## config.mk

```make
export PLATFORM = sky130hd
export DESIGN_NAME = paddsb_acc_seq
export DESIGN_NICKNAME = d
export VERILOG_FILES = /design/src/rtl/paddsb_acc_seq_pkg.sv /design/src/rtl/paddsb_acc_seq_lane.sv /design/src/rtl/paddsb_acc_seq.sv
export SDC_FILE = /design/constraint.sdc
export NUM_CORES = 1
export LEC_CHECK = 0
export ABC_AREA = 1
export BUFFER_PORTS_ARGS = -buffer_cell sky130_fd_sc_hd__buf_2
export CORE_MARGIN = 10
export CORE_UTILIZATION = 55
export DETAILED_ROUTE_END_ITERATION = 10
export HOLD_SLACK_MARGIN = 0.06
export PLACE_DENSITY = 0.85
export SYNTH_ARGS = -nofsm -noshare
export SYNTH_HDL_FRONTEND = slang
export SYNTH_SLANG_ARGS = --single-unit
```

## constraint.sdc

```tcl
create_clock -name clk -period 3.5 [get_ports clk]
set_input_delay 0.175 -clock clk [delete_from_list [all_inputs] [get_ports clk]]
set_output_delay 0.175 -clock clk [all_outputs]
set_load 0.03 [all_outputs]
```

## src/rtl/paddsb_acc_seq_pkg.sv

```systemverilog
// Shared definitions for the PADDSB accumulate sequencer: lane geometry,
// saturation limits and FSM state encoding.
package paddsb_acc_seq_pkg;

    localparam int unsigned NUM_LANES = 4;
    localparam int unsigned LANE_W    = 4;
    localparam int unsigned DATA_W    = NUM_LANES * LANE_W;

    localparam logic [LANE_W-1:0] SAT_POS = 4'h7;
    localparam logic [LANE_W-1:0] SAT_NEG = 4'h8;

    typedef enum logic [1:0] {
        IDLE  = 2'd0,
        ACCUM = 2'd1,
        DONE  = 2'd2
    } state_e;

endpackage

```

## src/rtl/paddsb_acc_seq_lane.sv

```systemverilog
// Single signed 4-bit lane adder that clamps to +7/-8 on overflow.
module padd_sat_lane
    import paddsb_acc_seq_pkg::*;
(
    input  logic [LANE_W-1:0] a_i,
    input  logic [LANE_W-1:0] b_i,
    output logic [LANE_W-1:0] sum_o,
    output logic              ovfl_o
);

    logic [LANE_W-1:0] raw;
    logic              ovf;

    always_comb begin
        raw = a_i + b_i;
        // Overflow only possible when both operands share a sign.
        ovf = (a_i[LANE_W-1] == b_i[LANE_W-1]) && (raw[LANE_W-1] != a_i[LANE_W-1]);
        sum_o  = ovf ? (a_i[LANE_W-1] ? SAT_NEG : SAT_POS) : raw;
        ovfl_o = ovf;
    end

endmodule

```

## src/rtl/paddsb_acc_seq.sv

```systemverilog
// Multi-cycle reduction engine: folds a commanded number of packed-nibble
// beats into an accumulator with per-lane saturation and sticky flags.
module paddsb_acc_seq
    import paddsb_acc_seq_pkg::*;
#(
    parameter int unsigned CNT_W = 4
) (
    input  logic              clk,
    input  logic              rst,
    input  logic              start,
    input  logic [15:0]       init_val,
    input  logic [CNT_W-1:0]  count,
    input  logic              in_valid,
    input  logic [15:0]       in_data,
    output logic              in_ready,
    output logic              busy,
    output logic              done,
    output logic [15:0]       result,
    output logic [3:0]        sat_flags,
    output logic              sat_any
);

    state_e                  state_q;
    logic [DATA_W-1:0]       acc_q;
    logic [DATA_W-1:0]       acc_d;
    logic [NUM_LANES-1:0]    sat_q;
    logic [NUM_LANES-1:0]    ovfl_d;
    logic [CNT_W-1:0]        rem_q;
    logic                    done_q;
    logic                    busy_q;

    for (genvar g = 0; g < NUM_LANES; g++) begin : g_lane
        padd_sat_lane u_lane (
            .a_i    (acc_q[g*LANE_W +: LANE_W]),
            .b_i    (in_data[g*LANE_W +: LANE_W]),
            .sum_o  (acc_d[g*LANE_W +: LANE_W]),
            .ovfl_o (ovfl_d[g])
        );
    end

    // busy_q/done_q are registered alongside the state so they track it exactly.
    always_ff @(posedge clk) begin
        if (rst) begin
            state_q <= IDLE;
            acc_q   <= '0;
            sat_q   <= '0;
            rem_q   <= '0;
            done_q  <= 1'b0;
            busy_q  <= 1'b0;
        end else begin
            case (state_q)
                IDLE: begin
                    done_q <= 1'b0;
                    if (start) begin
                        acc_q <= init_val;
                        rem_q <= count;
                        sat_q <= '0;
                        if (count == '0) begin
                            state_q <= DONE;
                            done_q  <= 1'b1;
                        end else begin
                            state_q <= ACCUM;
                            busy_q  <= 1'b1;
                        end
                    end
                end
                ACCUM: begin
                    if (in_valid) begin
                        acc_q <= acc_d;
                        sat_q <= sat_q | ovfl_d;
                        rem_q <= rem_q - 1'b1;
                        if (rem_q == CNT_W'(1)) begin
                            state_q <= DONE;
                            done_q  <= 1'b1;
                            busy_q  <= 1'b0;
                        end
                    end
                end
                DONE: begin
                    state_q <= IDLE;
                    done_q  <= 1'b0;
                end
                default: begin
                    state_q <= IDLE;
                    done_q  <= 1'b0;
                    busy_q  <= 1'b0;
                end
            endcase
        end
    end

    assign in_ready  = busy_q;
    assign busy      = busy_q;
    assign done      = done_q;
    assign result    = acc_q;
    assign sat_flags = sat_q;
    assign sat_any   = |sat_q;

endmodule

```

# Yosys cells after proc, flatten, opt, wreduce, memory -nomap -nowiden
# Cells that the tools add are included.
[totals]
reg_bits = 28
input_bits = 40
out_inout_bits = 24
elab_cells = 72
[op_classes]
addsub = 5
n_eq_ne = 15
mux = 32
bitwise = 2
n_reduce_logical = 12
[ops]
columns = ["operator", "count"]
rows = [
  ["2-to-1 mux 4 bit", 12],
  ["2-to-1 mux 16 bit", 2],
  ["one-hot mux 16 bit (2 select lines)", 1],
  ["adder 4 bit", 4],
  ["one-hot mux 4 bit (2 select lines)", 2],
  ["2-to-1 mux 1 bit", 8],
  ["2-to-1 mux 2 bit", 4],
  ["inequality test 2 bit, second input constant", 4],
  ["AND reduction 3 bit", 2],
  ["AND reduction 5 bit", 1],
  ["== test 1 bit", 4],
  ["== test 4 x 1 -> 1 bit, second input constant", 1],
  ["logical AND 1 bit", 4],
  ["logical NOT 4 bit", 1],
  ["inequality test 1 bit", 4],
  ["OR 4 bit", 1],
  ["one-hot mux 2 bit (2 select lines)", 1],
  ["OR reduction 4 bit", 1],
  ["subtractor 4 x 1 -> 4 bit, second input constant", 1],
  ["one-hot mux 1 bit (3 select lines)", 1],
  ["== test 2 x 1 -> 1 bit, second input constant", 1],
  ["== test 2 bit, second input constant", 1],
  ["logical NOT 2 bit", 1],
  ["one-hot mux 1 bit (2 select lines)", 1],
  ["other kinds (3)", 3],
]

# Depth between registers and ports, before layout
# Gate-level depths: netlist (run 1).
[depth]
word_depth = 6
mapped_depth = 11
ltp_nobuf = 11

# Cells and area by module
# Synthesis (run 1) repeated with hierarchy kept, for this count alone.
[unflattened]
hier_cells = 311
hier_area_um2 = 2125.8
[by_module_without_submodules]
columns = ["mod", "instances", "cells_per_inst", "area_each_um2", "seq_area_each_um2"]
rows = [
  ["paddsb_acc_seq", 1, 183, 1360.1, 560.5],
  ["padd_sat_lane", 4, 32, 191.4, 0.0],
]

# Worst setup path before layout (run 1)
# Ideal clock, no wire load.
[synth_path]
kind = "reg2reg"
startpoint = "register acc_q[8], in the netlist result[8]"
endpoint = "register acc_q[10], in the netlist result[10]"
setup_ps = 70
arrival_time_ps = 1579
required_time_ps = 3430
path_slack_ps = 1851
stages_incl_launch_ff = 9
n_path_buf = 0
period_less_slack_ps = 1649
path_cell_list = "dfxtp_1 ha_1 inv_1 fa_1 xnor2_1 nand3_1 nand2_1 o21ai_0 a21oi_1"
[synth_between]
elab_chain_cells = 6
[synth_rtl]
columns = ["element", "line_no", "text"]
rows = [
  ["from (decl)", "paddsb_acc_seq.sv:24", "logic [DATA_W-1:0] acc_q;"],
  ["from (signal assigned)", "paddsb_acc_seq.sv:55", "acc_q <= init_val;"],
  ["adder 4 bit (*)", "paddsb_acc_seq_lane.sv:15", "raw = a_i + b_i;"],
  ["inequality test 1 bit", "paddsb_acc_seq_lane.sv:17", "ovf = (a_i[LANE_W-1] == b_i[LANE_W-1]) && (raw[LANE_W-1] != a_i[LANE_W-1]);"],
  ["logical AND 1 bit", "paddsb_acc_seq_lane.sv:17", ""],
  ["2-to-1 mux 4 bit (*)", "paddsb_acc_seq_lane.sv:18", "sum_o = ovf ? (a_i[LANE_W-1] ? SAT_NEG : SAT_POS) : raw;"],
  ["2-to-1 mux 16 bit (*)", "paddsb_acc_seq.sv:68", "if (in_valid) begin"],
  ["one-hot mux 16 bit (2 select lines) (*)", "paddsb_acc_seq.sv:51", "case (state_q)"],
]
# Every way passes the cells marked *; elsewhere a longest branch is shown, timed or not. The select of a mux whose other input is x is not followed.
# A chain may end at the register's enable or synchronous reset.

# Final worst setup path (run 1)
[layout_path]
startpoint = "register state_q[0]"
endpoint = "register acc_q[7], in the netlist result[7]"
[layout_between]
elab_chain_cells = 3
word_cells_on_any_way = 7
cone_classes = "3 x eq/ne; 1 x mux; 3 x reduce/logical"
[layout_rtl]
columns = ["element", "line_no", "text"]
rows = [
  ["from (decl)", "paddsb_acc_seq.sv:23", "state_e state_q;"],
  ["from (signal assigned)", "paddsb_acc_seq.sv:44", "state_q <= IDLE;"],
  ["from (signal assigned)", "paddsb_acc_seq.sv:59", "state_q <= DONE;"],
  ["from (signal assigned)", "paddsb_acc_seq.sv:62", "state_q <= ACCUM;"],
  ["== test 2 x 1 -> 1 bit or logical NOT 2 bit (tied branches)", "paddsb_acc_seq.sv:51", ""],
  ["inequality test 2 bit (no line) or nonzero test 2 bit (tied branches)", "--", ""],
  ["AND reduction 3 bit (no line)", "--", ""],
]
# Parallel ways exist; a longest one is shown, timed or not.

==> metrics.md, run 1 <==
| Metric | Value |
|---|---|
| Tot GR Track Use | `15.7%` |
| Setup_tns | `0 ns` |
| Worst EP arrival | `2.11 ns` |
| Routed wire length | `5140 um` |
| H-Tree Depth | `1` |
| Top Ports | `64` |
| Post-synth top area share | `27.0%` |
| Most common cell in the netlist | `nand2_1` |
| Die Height | `81.4 um` |
| Fin nets | `434` |
| Remaining routing DRC violations | `0` |
| Critical path required time | `3.70 ns` |
| Clock sinks | `28` |
| Yosys reg bits | `28` |
| Final std cells w/o fill | `423` |
| Hold Path Class | `in2reg` |
| Cts bufs inserted | `3` |
| Post-synth ARST share | `0%` |
| RSZ-0062 raised after global routing | `false` |
| Startpoint types | `flip-flop` |
| Max IR drop VDD | `0.384 mV` |
| Max-cap viol count | `0` |
| First-pass GRT wire length | `8770 um` |
| TritonCTS clock tree | `yes` |
| Post-Place Cells | `419` |
| Largest net degree at the start of global routing | `40` |
| Multi-input logic area | `1260 um2` |
| Synth area leader | `dfxtp_1` |
| DRT Pass-1 Iters | `4` |
| Chip width | `81.4 um` |
| Synth unique cells | `28` |
| Commonest cells post-synth | `90 x nand2_1, 43 x inv_1, 33 x nor2_1, 28 x dfxtp_1, 22 x o21ai_0` |
| Initial Util | `56.6%` |
| Root Buffer | `clkbuf_8` |
| Row count | `22` |
| Initial antenna violation count | `0` |
| Routed via count | `2117` |
| Tcrit/Tclk final | `54.5%` |
| Worst path max stage delay | `0.50 ns` |
| Syn Nets | `375` |
| Slowest cell on the critical path | `nand2_2` |
| WS Path Type | `reg2reg` |
| Synth top area cells | `dfxtp_1 27%, nand2_1 16%, ha_1 8.4%, inv_1 7.8%, nor2_1 6.0%` |
| WP buf/inv | `2` |
| Pwr Density | `811 nW/um2` |
| Grt ovf | `0` |
| Number of global-route vias before repair | `2124` |
| Seq pwr share | `26.9%` |
| Core area | `3660 um2` |
| EDFF count, synth | `0` |
| Syn Std Cell Area | `2070 um2` |
| CP endpoint kind | `flip-flop` |
| Number of fillers in the final layout | `353` |
| Most used DFF post-synth | `dfxtp_1` |
| Cell internal pwr | `0.959 mW` |
| Cells after Synth | `317` |
| Setup bufs post-CTS | `0` |
| Clock skew | `0.00538 ns` |
| Critical path's most frequent cell | `nand2_1` |
| DIE AREA | `6630 um2` |
| Clock power frac | `9.9%` |
| Port bufs | `63` |
| Crit-path leading delay family | `simple AND/OR/NAND/NOR gates` |
| Share of cells above drive strength 1 | `23.5%` |
| CTS Buffer Depth | `2` |
| Cts hold-fix bufs | `0` |
| Gpl congestion | `0.831` |
| Mapped Avg Cell Area | `6.54 um2` |
| Worst-margin pin slew | `0.648 ns` |
| Fin. Hold Viols | `0` |
| Sw frac | `51.4%` |
| Sw Pwr | `1.01 mW` |
| Sequential area share after synthesis | `27.0%` |
| Highest clock rate | `524 MHz` |
| Clk_lat worst skew | `0.27 ns` |
| Final setup vio count | `0` |
| Post-CTS sizing | `0` |
| Routed Antenna Nets | `0` |
| Fin crit period | `1.91 ns` |
| # diodes | `0` |
| DRT iter0 DRCs | `155` |
| Slew Viols, Final | `0` |
| Area grow syn2layout | `17.2%` |
| Yosys Warn Count | `0` |
| Leakage power | `1.35 nW` |
| Max_slew headroom | `56.6%` |
| DR vias/cell | `5.00` |
| Reg area | `561 um2` |
| Logic pwr share | `63.2%` |
| Clk slew on worst S/H paths | `0.09 ns` |
| WL/cell | `12.2 um` |
| HPWL Detailed | `4130 um` |
| Status | `finished clean` |
| Crit path cell chain | `inv_1 -> nor2_4 -> buf_4 -> nand2_1 -> nand2_2 -> nand2_1 -> nand2_1 -> nand2_1 -> nor2_1` |
| Crit-path max FO | `39` |
power groups by stage:
stage | combinational, mW | clock (mW) | sequential (mW)
floorplan | 0.850 | 0 | 0.691
global placement | 1.20 | 0 | 0.531
detailed placement | 1.24 | 0 | 0.536
CTS | 1.25 | 0.198 | 0.530
global route | 1.42 | 0.215 | 0.550
finish | 1.25 | 0.196 | 0.531
registers in the layout, indices dropped and copies added (netlist names):
signal     flops
sat_flags      4
rem_q          4
busy           1
result        16
done           1
state_q        2
per-stage QoR:
| stage | power [mW] | hold slack [ns] | util [%] | area (um2) | setup WS [ns] |
|---|---|---|---|---|---|
| after floorplan | 1.54 | 0.251 | - | 2070 | 1.85 |
| after global placement | 1.73 | 0.383 | 64.9 | 2370 | 1.75 |
| after detailed placement | 1.78 | 0.382 | 64.9 | 2370 | 1.64 |
| after CTS | 1.98 | 0.0969 | 66.4 | 2430 | 1.63 |
| after global routing | 2.19 | 0.0952 | 66.4 | 2430 | 1.38 |
| final | 1.97 | 0.0946 | 66.4 | 2430 | 1.59 |
per-layer routing:
metal,track usage [%],share of wire [%]
met1,17.8,43
met2,28.0,48
met3,4.30,8.6
met4,3.98,1.1
met5,0,0
layout by cell type (no fill, tap or decap), types with 3 or more instances in the layout:
cell | Yosys | final
nand2_1 | 90 | 90
o21ai_0 | 22 | 22
a21oi_1 | 20 | 20
buf_2 | 2 | 63
nor2_1 | 33 | 33
a21oi_2 | 3 | 3
dfxtp_1 | 28 | 28
nand3_1 | 15 | 15
inv_1 | 43 | 43
nand2_2 | 3 | 3
fa_1 | 4 | 4
or2_2 | 10 | 10
xnor2_1 | 6 | 6
nand4_1 | 4 | 4
ha_1 | 14 | 14
clkbuf_8 | 0 | 4
final timing paths:
check | slack, ns | to | cells past startpoint | start
max reg2reg | 1.59 | result[7] | 9 | state_q[0]
max | 1.59 | result[7] | 9 | state_q[0]
min reg2reg | 0.50 | sat_flags[1] | 2 | sat_flags[1]
min | 0.09 | state_q[1] | 2 | rst
kinds of logic after synthesis:
logic type | after synthesis | synth area share [%]
simple gates | 157 | 31.9
xor+xnor | 7 | 2.96
buf+inv | 55 | 12.1
compound gates | 52 | 13.7
flops | 28 | 27.0
fa+ha+maj | 18 | 12.3
layout make-up:
| type | count | area share [%] |
|---|---|---|
| multi-input combinational | 234 | 52.0 |
| timing repair buffer | 64 | 13.3 |
| clock buffer | 4 | 2.27 |
| tap | 48 | 2.47 |
| inverter | 45 | 6.95 |
| sequential | 28 | 23.1 |
(Power assumes the default switching activity.)
==> inputs of run 2 (changes only) <==
--- a/config.mk
+++ b/config.mk
@@ -5,13 +5,13 @@
 export SDC_FILE = /design/constraint.sdc
 export NUM_CORES = 1
 export LEC_CHECK = 0
-export ABC_AREA = 1
+export ABC_AREA = 0
 export BUFFER_PORTS_ARGS = -buffer_cell sky130_fd_sc_hd__buf_2
 export CORE_MARGIN = 10
-export CORE_UTILIZATION = 55
+export CORE_UTILIZATION = 47
 export DETAILED_ROUTE_END_ITERATION = 10
 export HOLD_SLACK_MARGIN = 0.06
-export PLACE_DENSITY = 0.85
+export PLACE_DENSITY = 0.76
 export SYNTH_ARGS = -nofsm -noshare
 export SYNTH_HDL_FRONTEND = slang
 export SYNTH_SLANG_ARGS = --single-unit
==> constraint.sdc (replaced) <==
create_clock -name clk -period 1.59 [get_ports clk]
set_input_delay 0.0795 -clock clk [delete_from_list [all_inputs] [get_ports clk]]
set_output_delay 0.0795 -clock clk [all_outputs]
set_load 0.03 [all_outputs]
==> run 2 against run 1 <==
  * The flow now finishes with violations (negative setup slack)
  * Die area increased by 19%
  * Final cell count decreased by 7.8%
  * Synthesized area increased by 6.9%
  * Clock skew increased by 0.0045 ns
  * First-iteration DRC count decreased by 62%
  * Sequential share of layout area decreased by 3.5 points
  * Fmax increased by 19%
  * Critical path depth decreased by 3
  * Critical path type unchanged
  * Routed wire length increased by 26%
  * Utilization increased by 1.4 points
  * Total power increased by 53%
==> metrics.md, run 2 <==
| Metric | Value |
|---|---|
| Highest clock rate | `624 MHz` |
| Crit path cell chain | `ha_4 -> inv_1 -> fa_2 -> a21oi_1 -> o211ai_1 -> a221oi_2` |
| Post-Place Cells | `379` |
| Fin nets | `397` |
| Most common cell in the netlist | `dfxtp_1` |
| HPWL Detailed | `4870 um` |
| Initial antenna violation count | `0` |
| Top Ports | `64` |
| Crit-path max FO | `3` |
| WS Path Type | `reg2reg` |
| Fin crit period | `1.60 ns` |
| Final setup vio count | `1` |
| Routed met2 length | `3090 um` |
| Hold Path Class | `in2reg` |
| Pwr Density | `995 nW/um2` |
| Remaining routing DRC violations | `0` |
| Fin. Hold Viols | `0` |
| WL/cell | `16.6 um` |
| Startpoint types | `flip-flop` |
| WP buf/inv | `1` |
| CTS Buffer Depth | `2` |
| Number of global-route vias before repair | `2223` |
| DRT iter0 DRCs | `59` |
| Syn Std Cell Area | `2220 um2` |
| Cells after Synth | `258` |
| Clk slew on worst S/H paths | `0.10 ns` |
| Grt ovf | `0` |
| Commonest non-fill, non-tap cell in the layout | `buf_2` |
| Initial Util | `49.6%` |
| # diodes | `0` |
| Max_slew headroom | `67.5%` |
| Cts bufs inserted | `3` |
| Slowest cell on the critical path | `fa_2` |
| Row count | `24` |
| Critical path required time | `1.79 ns` |
| Crit-path leading delay family | `adder cells` |
| Largest register FFs | `16` |
| Synth top area cells | `dfxtp_1 25%, ha_1 7.9%, a21oi_1 5.4%, inv_1 4.2%, o211ai_1 4.1%` |
| Commonest cells post-synth | `28 x dfxtp_1, 25 x inv_1, 24 x a21oi_1, 17 x o21ai_0, 15 x nor2_1` |
| Violated checks | `negative setup slack` |
| Post-Synth Simple-Gate Area | `17.3%` |
| Tcrit/Tclk final | `101%` |
| Xor-xnor portion of the synthesized cell area | `1.58%` |
| DIE AREA | `7860 um2` |
| Root Buffer | `clkbuf_8` |
| Routed wire length | `6470 um` |
| Most used DFF post-synth | `dfxtp_1` |
| Synth unique cells | `52` |
| Clock sinks | `28` |
| Yosys reg bits | `28` |
| Seq pwr share | `31.1%` |
| Yosys Warn Count | `0` |
| First-pass GRT wire length | `10200 um` |
| Adder-cell area share of the yosys netlist | `11.5%` |
| Routed metal-1 wirelength | `2850 um` |
| Routed met3 length | `479 um` |
| Worst-margin pin slew | `0.483 ns` |
| Synth area leader | `dfxtp_1` |
| Hold_ws | `0.0711 ns` |
| Sw frac | `42.2%` |
| Max-cap viol count | `0` |
| Final std cells w/o fill | `390` |
| TritonCTS clock tree | `yes` |
| Clock power frac | `13.6%` |
| H-Tree Depth | `1` |
| Routed via count | `2263` |
| Post-synth top area share | `25.3%` |
| CP endpoint kind | `flip-flop` |
| Mux cell area share after synthesis | `2.77%` |
| Routed Antenna Nets | `0` |
| Leakage power | `1.28 nW` |
| Clk_lat worst skew | `0.28 ns` |
| Worst path max stage delay | `0.43 ns` |
| Sw Pwr | `1.27 mW` |
| Largest net degree at the start of global routing | `23` |
| Highest-count cells in the layout ignoring fill and taps | `63 x buf_2, 23 x buf_4, 22 x inv_1, 18 x a21oi_1, 14 x dfxtp_1` |
| Cts hold-fix bufs | `0` |
| Post-synth ARST share | `0%` |
| Fin worst setup slack | `-0.0131 ns` |
| Complex-gate fraction of the synthesized area | `33.1%` |
| Post-Route Utilization | `67.8%` |
| Gpl congestion | `0.893` |
| Clock skew | `0.00987 ns` |
| Uppermost routed layer | `met4` |
| Status | `finished, violations left` |
| Max IR drop VDD | `0.449 mV` |
| Largest family of logic cells by synthesized area | `compound AO/OA/AOI/OAI gates` |
| Worst EP arrival | `1.80 ns` |
| EDFF count, synth | `0` |
| Logic pwr share | `55.3%` |
| Die Height | `88.7 um` |
| DRT Pass-1 Iters | `4` |
| Area grow syn2layout | `36.9%` |
| Syn Nets | `316` |
| Core area | `4470 um2` |
| Port bufs | `63` |
| Chip width | `88.7 um` |
| RSZ-0062 raised after global routing | `true` |
| Sequential area share after synthesis | `25.3%` |
| DR vias/cell | `5.80` |
| Mapped Avg Cell Area | `8.59 um2` |
| Number of fillers in the final layout | `392` |
| Cell internal pwr | `1.75 mW` |
| Share of cells above drive strength 1 | `47.0%` |
| Slew Viols, Final | `0` |
| Tot GR Track Use | `15.9%` |
[run 2: changes by cell type after synthesis, sizes merged, moves of 6 or more]
| cell | change |
|---|---|
| a211oi | +6 |
| inv | -20 |
| nand2 | -87 |
| nand3 | -13 |
| nor2 | -18 |
| nor2b | +6 |
| o211ai | +11 |
| o21ai | -6 |
| o21bai | +6 |
| or2 | -7 |
[run 2: area by class of cell]
cell class                 count  area (um2)  area share (%)
clock buffer                   3        41.3            1.36
clock inverter                 1        3.75           0.124
inverter                      25        93.8            3.09
multi-input combinational    192        1710            56.2
sequential                    28         593            19.5
tap                           52        65.1            2.14
timing repair buffer          89         531            17.5
[run 2: tightest hold or removal path, cell delays in order]
cell	delay [ns]
buf_2	0.08
nand4b_1	0.09
o211ai_1	0.08
[run 2: cells by family after synthesis]
| family | after synthesis |
|---|---|
| DFF | 28 |
| buffers and inverters | 39 |
| muxes | 6 |
| xor gates and xnor gates | 4 |
| adders and majority gates | 18 |
| AOI/OAI and AO/OA | 99 |
| and+or+nand+nor | 64 |
[run 2: per-layer routing]
| metal | vias up | track usage, % |
|---|---|---|
| met5 | - | 0 |
| met4 | 0 | 3.52 |
| met1 | 1086 | 19.9 |
| met2 | 53 | 26.3 |
| met3 | 4 | 4.78 |
| li1 | 1120 | - |
[run 2: final timing paths]
check                 end  cells past startpoint  slack [ns]          from
max reg2reg    result[13]                      6       -0.01    result[12]
max            result[13]                      6       -0.01    result[12]
min reg2reg  sat_flags[2]                      2        0.49  sat_flags[2]
min             result[6]                      3        0.07   init_val[6]
[run 2: timing repair]
item                                    CTS  global route
pin swaps                                 5            21
gates resized for setup                  12            29
cloned                                    0             1
endpoints found under the hold margin     0             0
setup buffers                             1             5
endpoints found under the setup margin    7            22
[run 2: power groups by stage]
stage | Combinational [mW] | Sequential, mW | Clock [mW]
global placement | 1.42 | 0.937 | 0
finish | 1.67 | 0.939 | 0.411
global route | 1.82 | 0.957 | 0.453
CTS | 1.52 | 0.931 | 0.429
floorplan | 0.901 | 1.10 | 0
detailed placement | 1.46 | 0.944 | 0
[run 2: metrics by stage]
step	setup TNS, ns	instance area, um2	power (mW)	setup slack (ns)
2_1_floorplan	-0.0106	2340	2.00	-0.0106
3_3_place_gp	0	2790	2.36	0.00914
4_1_cts	-0.0162	2880	2.88	-0.0159
6_report	-0.0131	3030	3.02	-0.0131
3_5_place_dp	-0.0510	2790	2.40	-0.0282
5_1_grt	-0.779	3030	3.23	-0.118
==> inputs of run 3 (changes only) <==
--- a/config.mk
+++ b/config.mk
@@ -8,7 +8,7 @@
 export ABC_AREA = 0
 export BUFFER_PORTS_ARGS = -buffer_cell sky130_fd_sc_hd__buf_2
 export CORE_MARGIN = 10
-export CORE_UTILIZATION = 47
+export CORE_UTILIZATION = 44
 export DETAILED_ROUTE_END_ITERATION = 10
 export HOLD_SLACK_MARGIN = 0.06
 export PLACE_DENSITY = 0.76
==> run 3 against run 2 <==
  * The run still ends with negative setup slack left
  * Global-route usage decreased by 0.98 points
  * First-iteration DRC count grew 100%
  * Critical path depth is 1 higher
  * Sequential share of layout area is 0.29 points lower
  * Fmax down 3.0%
  * Highest routed layer unchanged
  * Final cell count rose by 3.8%
  * Die area up 5.3%
==> metrics.md, run 3 (same netlist as run 2, synthesis figures left out) <==
| Metric | Value |
|---|---|
| Status | `finished, violations left` |
| Violated checks | `negative setup slack` |
| Initial Util | `46.0%` |
| Chip width | `91.0 um` |
| Clock skew | `0.00579 ns` |
| Crit-path max FO | `2` |
| Fin worst setup slack | `-0.0619 ns` |
| Critical path required time | `1.76 ns` |
| First-pass GRT wire length | `10800 um` |
| Routed Antenna Nets | `0` |
| Worst EP arrival | `1.83 ns` |
| Pwr Density | `1050 nW/um2` |
| RSZ-0062 raised after global routing | `true` |
| HPWL Detailed | `4930 um` |
| Highest-count cells in the layout ignoring fill and taps | `63 x buf_2, 26 x buf_4, 22 x inv_1, 19 x a21oi_1, 15 x dfxtp_1` |
| Post-Route Utilization | `64.1%` |
| TritonCTS clock tree | `yes` |
| Remaining routing DRC violations | `0` |
| Root Buffer | `clkbuf_8` |
| FF-to-FF Start | `result[0]` |
| DRT Pass-1 Iters | `4` |
| Share of cells above drive strength 1 | `47.6%` |
| Reg2Reg Depth | `7` |
| Row count | `25` |
| DIE AREA | `8280 um2` |
| CP endpoint kind | `flip-flop` |
| Core area | `4820 um2` |
| Largest register FFs | `16` |
| Port bufs | `63` |
| Largest net degree at the start of global routing | `24` |
| Final setup vio count | `4` |
| CTS Buffer Depth | `2` |
| Die Height | `91.0 um` |
| Top Ports | `64` |
| Clock sinks | `28` |
| Gpl congestion | `0.854` |
| Fin crit period | `1.65 ns` |
| Routed wire length | `6600 um` |
| Cts hold-fix bufs | `0` |
| H-Tree Depth | `1` |
| Max_slew headroom | `66.4%` |
| Routed met2 length | `3310 um` |
| Cts bufs inserted | `3` |
| Tot GR Track Use | `15.0%` |
| Final std cells w/o fill | `405` |
| Number of global-route vias before repair | `2349` |
| Slew Viols, Final | `0` |
| Startpoint types | `flip-flop` |
| Number of fillers in the final layout | `442` |
| Clk slew on worst S/H paths | `0.11 ns` |
| Initial antenna violation count | `0` |
| WL/cell | `16.3 um` |
| Clk_lat worst skew | `0.28 ns` |
| Pre-CTS setup slack | `-0.0725 ns` |
| Max IR drop VDD | `0.655 mV` |
| Area grow syn2layout | `39.2%` |
| Pwr Total | `3.24 mW` |
| Commonest non-fill, non-tap cell in the layout | `buf_2` |
| Fin nets | `397` |
| WHS Endpoint | `result[2]` |
| Fin. Hold Viols | `0` |
| Grt ovf | `0` |
| Tcrit/Tclk final | `104%` |
| Worst hold path startpoint | `init_val[2]` |
| R2R Setup Slk | `-0.06 ns` |
| # diodes | `0` |
| Routed metal-1 wirelength | `2990 um` |
| Leakage power | `1.31 nW` |
| Hold Path Class | `in2reg` |
| Routed met3 length | `277 um` |
| Worst-margin pin slew | `0.502 ns` |
| DR vias/cell | `5.60` |
| DRT iter0 DRCs | `119` |
| Max-cap viol count | `0` |
| Worst Hold Depth | `3` |
| Post-Place Cells | `394` |
| WS Path Type | `reg2reg` |
| Highest clock rate | `605 MHz` |
| RR Endpoint | `result[2]` |
| Routed via count | `2270` |
| Uppermost routed layer | `met4` |
run 3: cell type report:
| cell class | instances | area, um2 | share of cell area, % |
|---|---|---|---|
| Inverter | 25 | 93.8 | 3.04 |
| Multi-Input combinational cell | 191 | 1720 | 55.8 |
| Sequential cell | 28 | 594 | 19.3 |
| Timing Repair Buffer | 90 | 522 | 16.9 |
| Tap cell | 67 | 83.8 | 2.72 |
| Clock inverter | 1 | 30.0 | 0.973 |
| Clock buffer | 3 | 41.3 | 1.34 |
run 3: worst max path at each step:
stage / startpoint / end / slack (ns)
after floorplan: result[0] / result[2] / -0.01
after global placement: state_q[0] / result[3] / -0.05
after detailed placement: result[0] / result[2] / -0.07
after CTS: result[0] / result[1] / -0.008
after global routing: result[0] / result[1] / -0.12
final: result[0] / result[2] / -0.06
run 3: timing repair:
action | in CTS | in global routing
pin swaps | 7 | 18
setup buffers | 3 | 4
endpoints found under the setup margin | 10 | 17
gates resized for setup | 16 | 27
run 3: power breakdown:
group	switching (mW)	leakage, nW	internal (mW)
logic	0.942	1.03	0.772
clock network	0.248	0.0357	0.337
registers	0.114	0.237	0.823
total	1.30	1.31	1.93
run 3: critical path, stage by stage (launching register included):
cell,delay [ns]
dfxtp_4,0.37
ha_4,0.14
inv_2,0.04
fa_2,0.39
xnor2_2,0.16
a32oi_1,0.16
a21boi_2,0.19
o211ai_1,0.10
run 3: through the flow:
stage	hold WS [ns]	setup TNS, ns	cell area [um2]
2_1_floorplan	0.269	-0.0106	2340
3_3_place_gp	0.371	-0.0667	2790
3_5_place_dp	0.384	-0.189	2790
4_1_cts	0.0948	-0.00841	2940
5_1_grt	0.0941	-0.894	3090
6_report	0.0895	-0.108	3090
run 3: per-layer routing:
layer / track usage [%] / vias up
met5: 0 / -
met1: 18.3 / 1088
met3: 2.63 / 2
li1: - / 1129
met2: 26.8 / 51
met4: 2.74 / 0
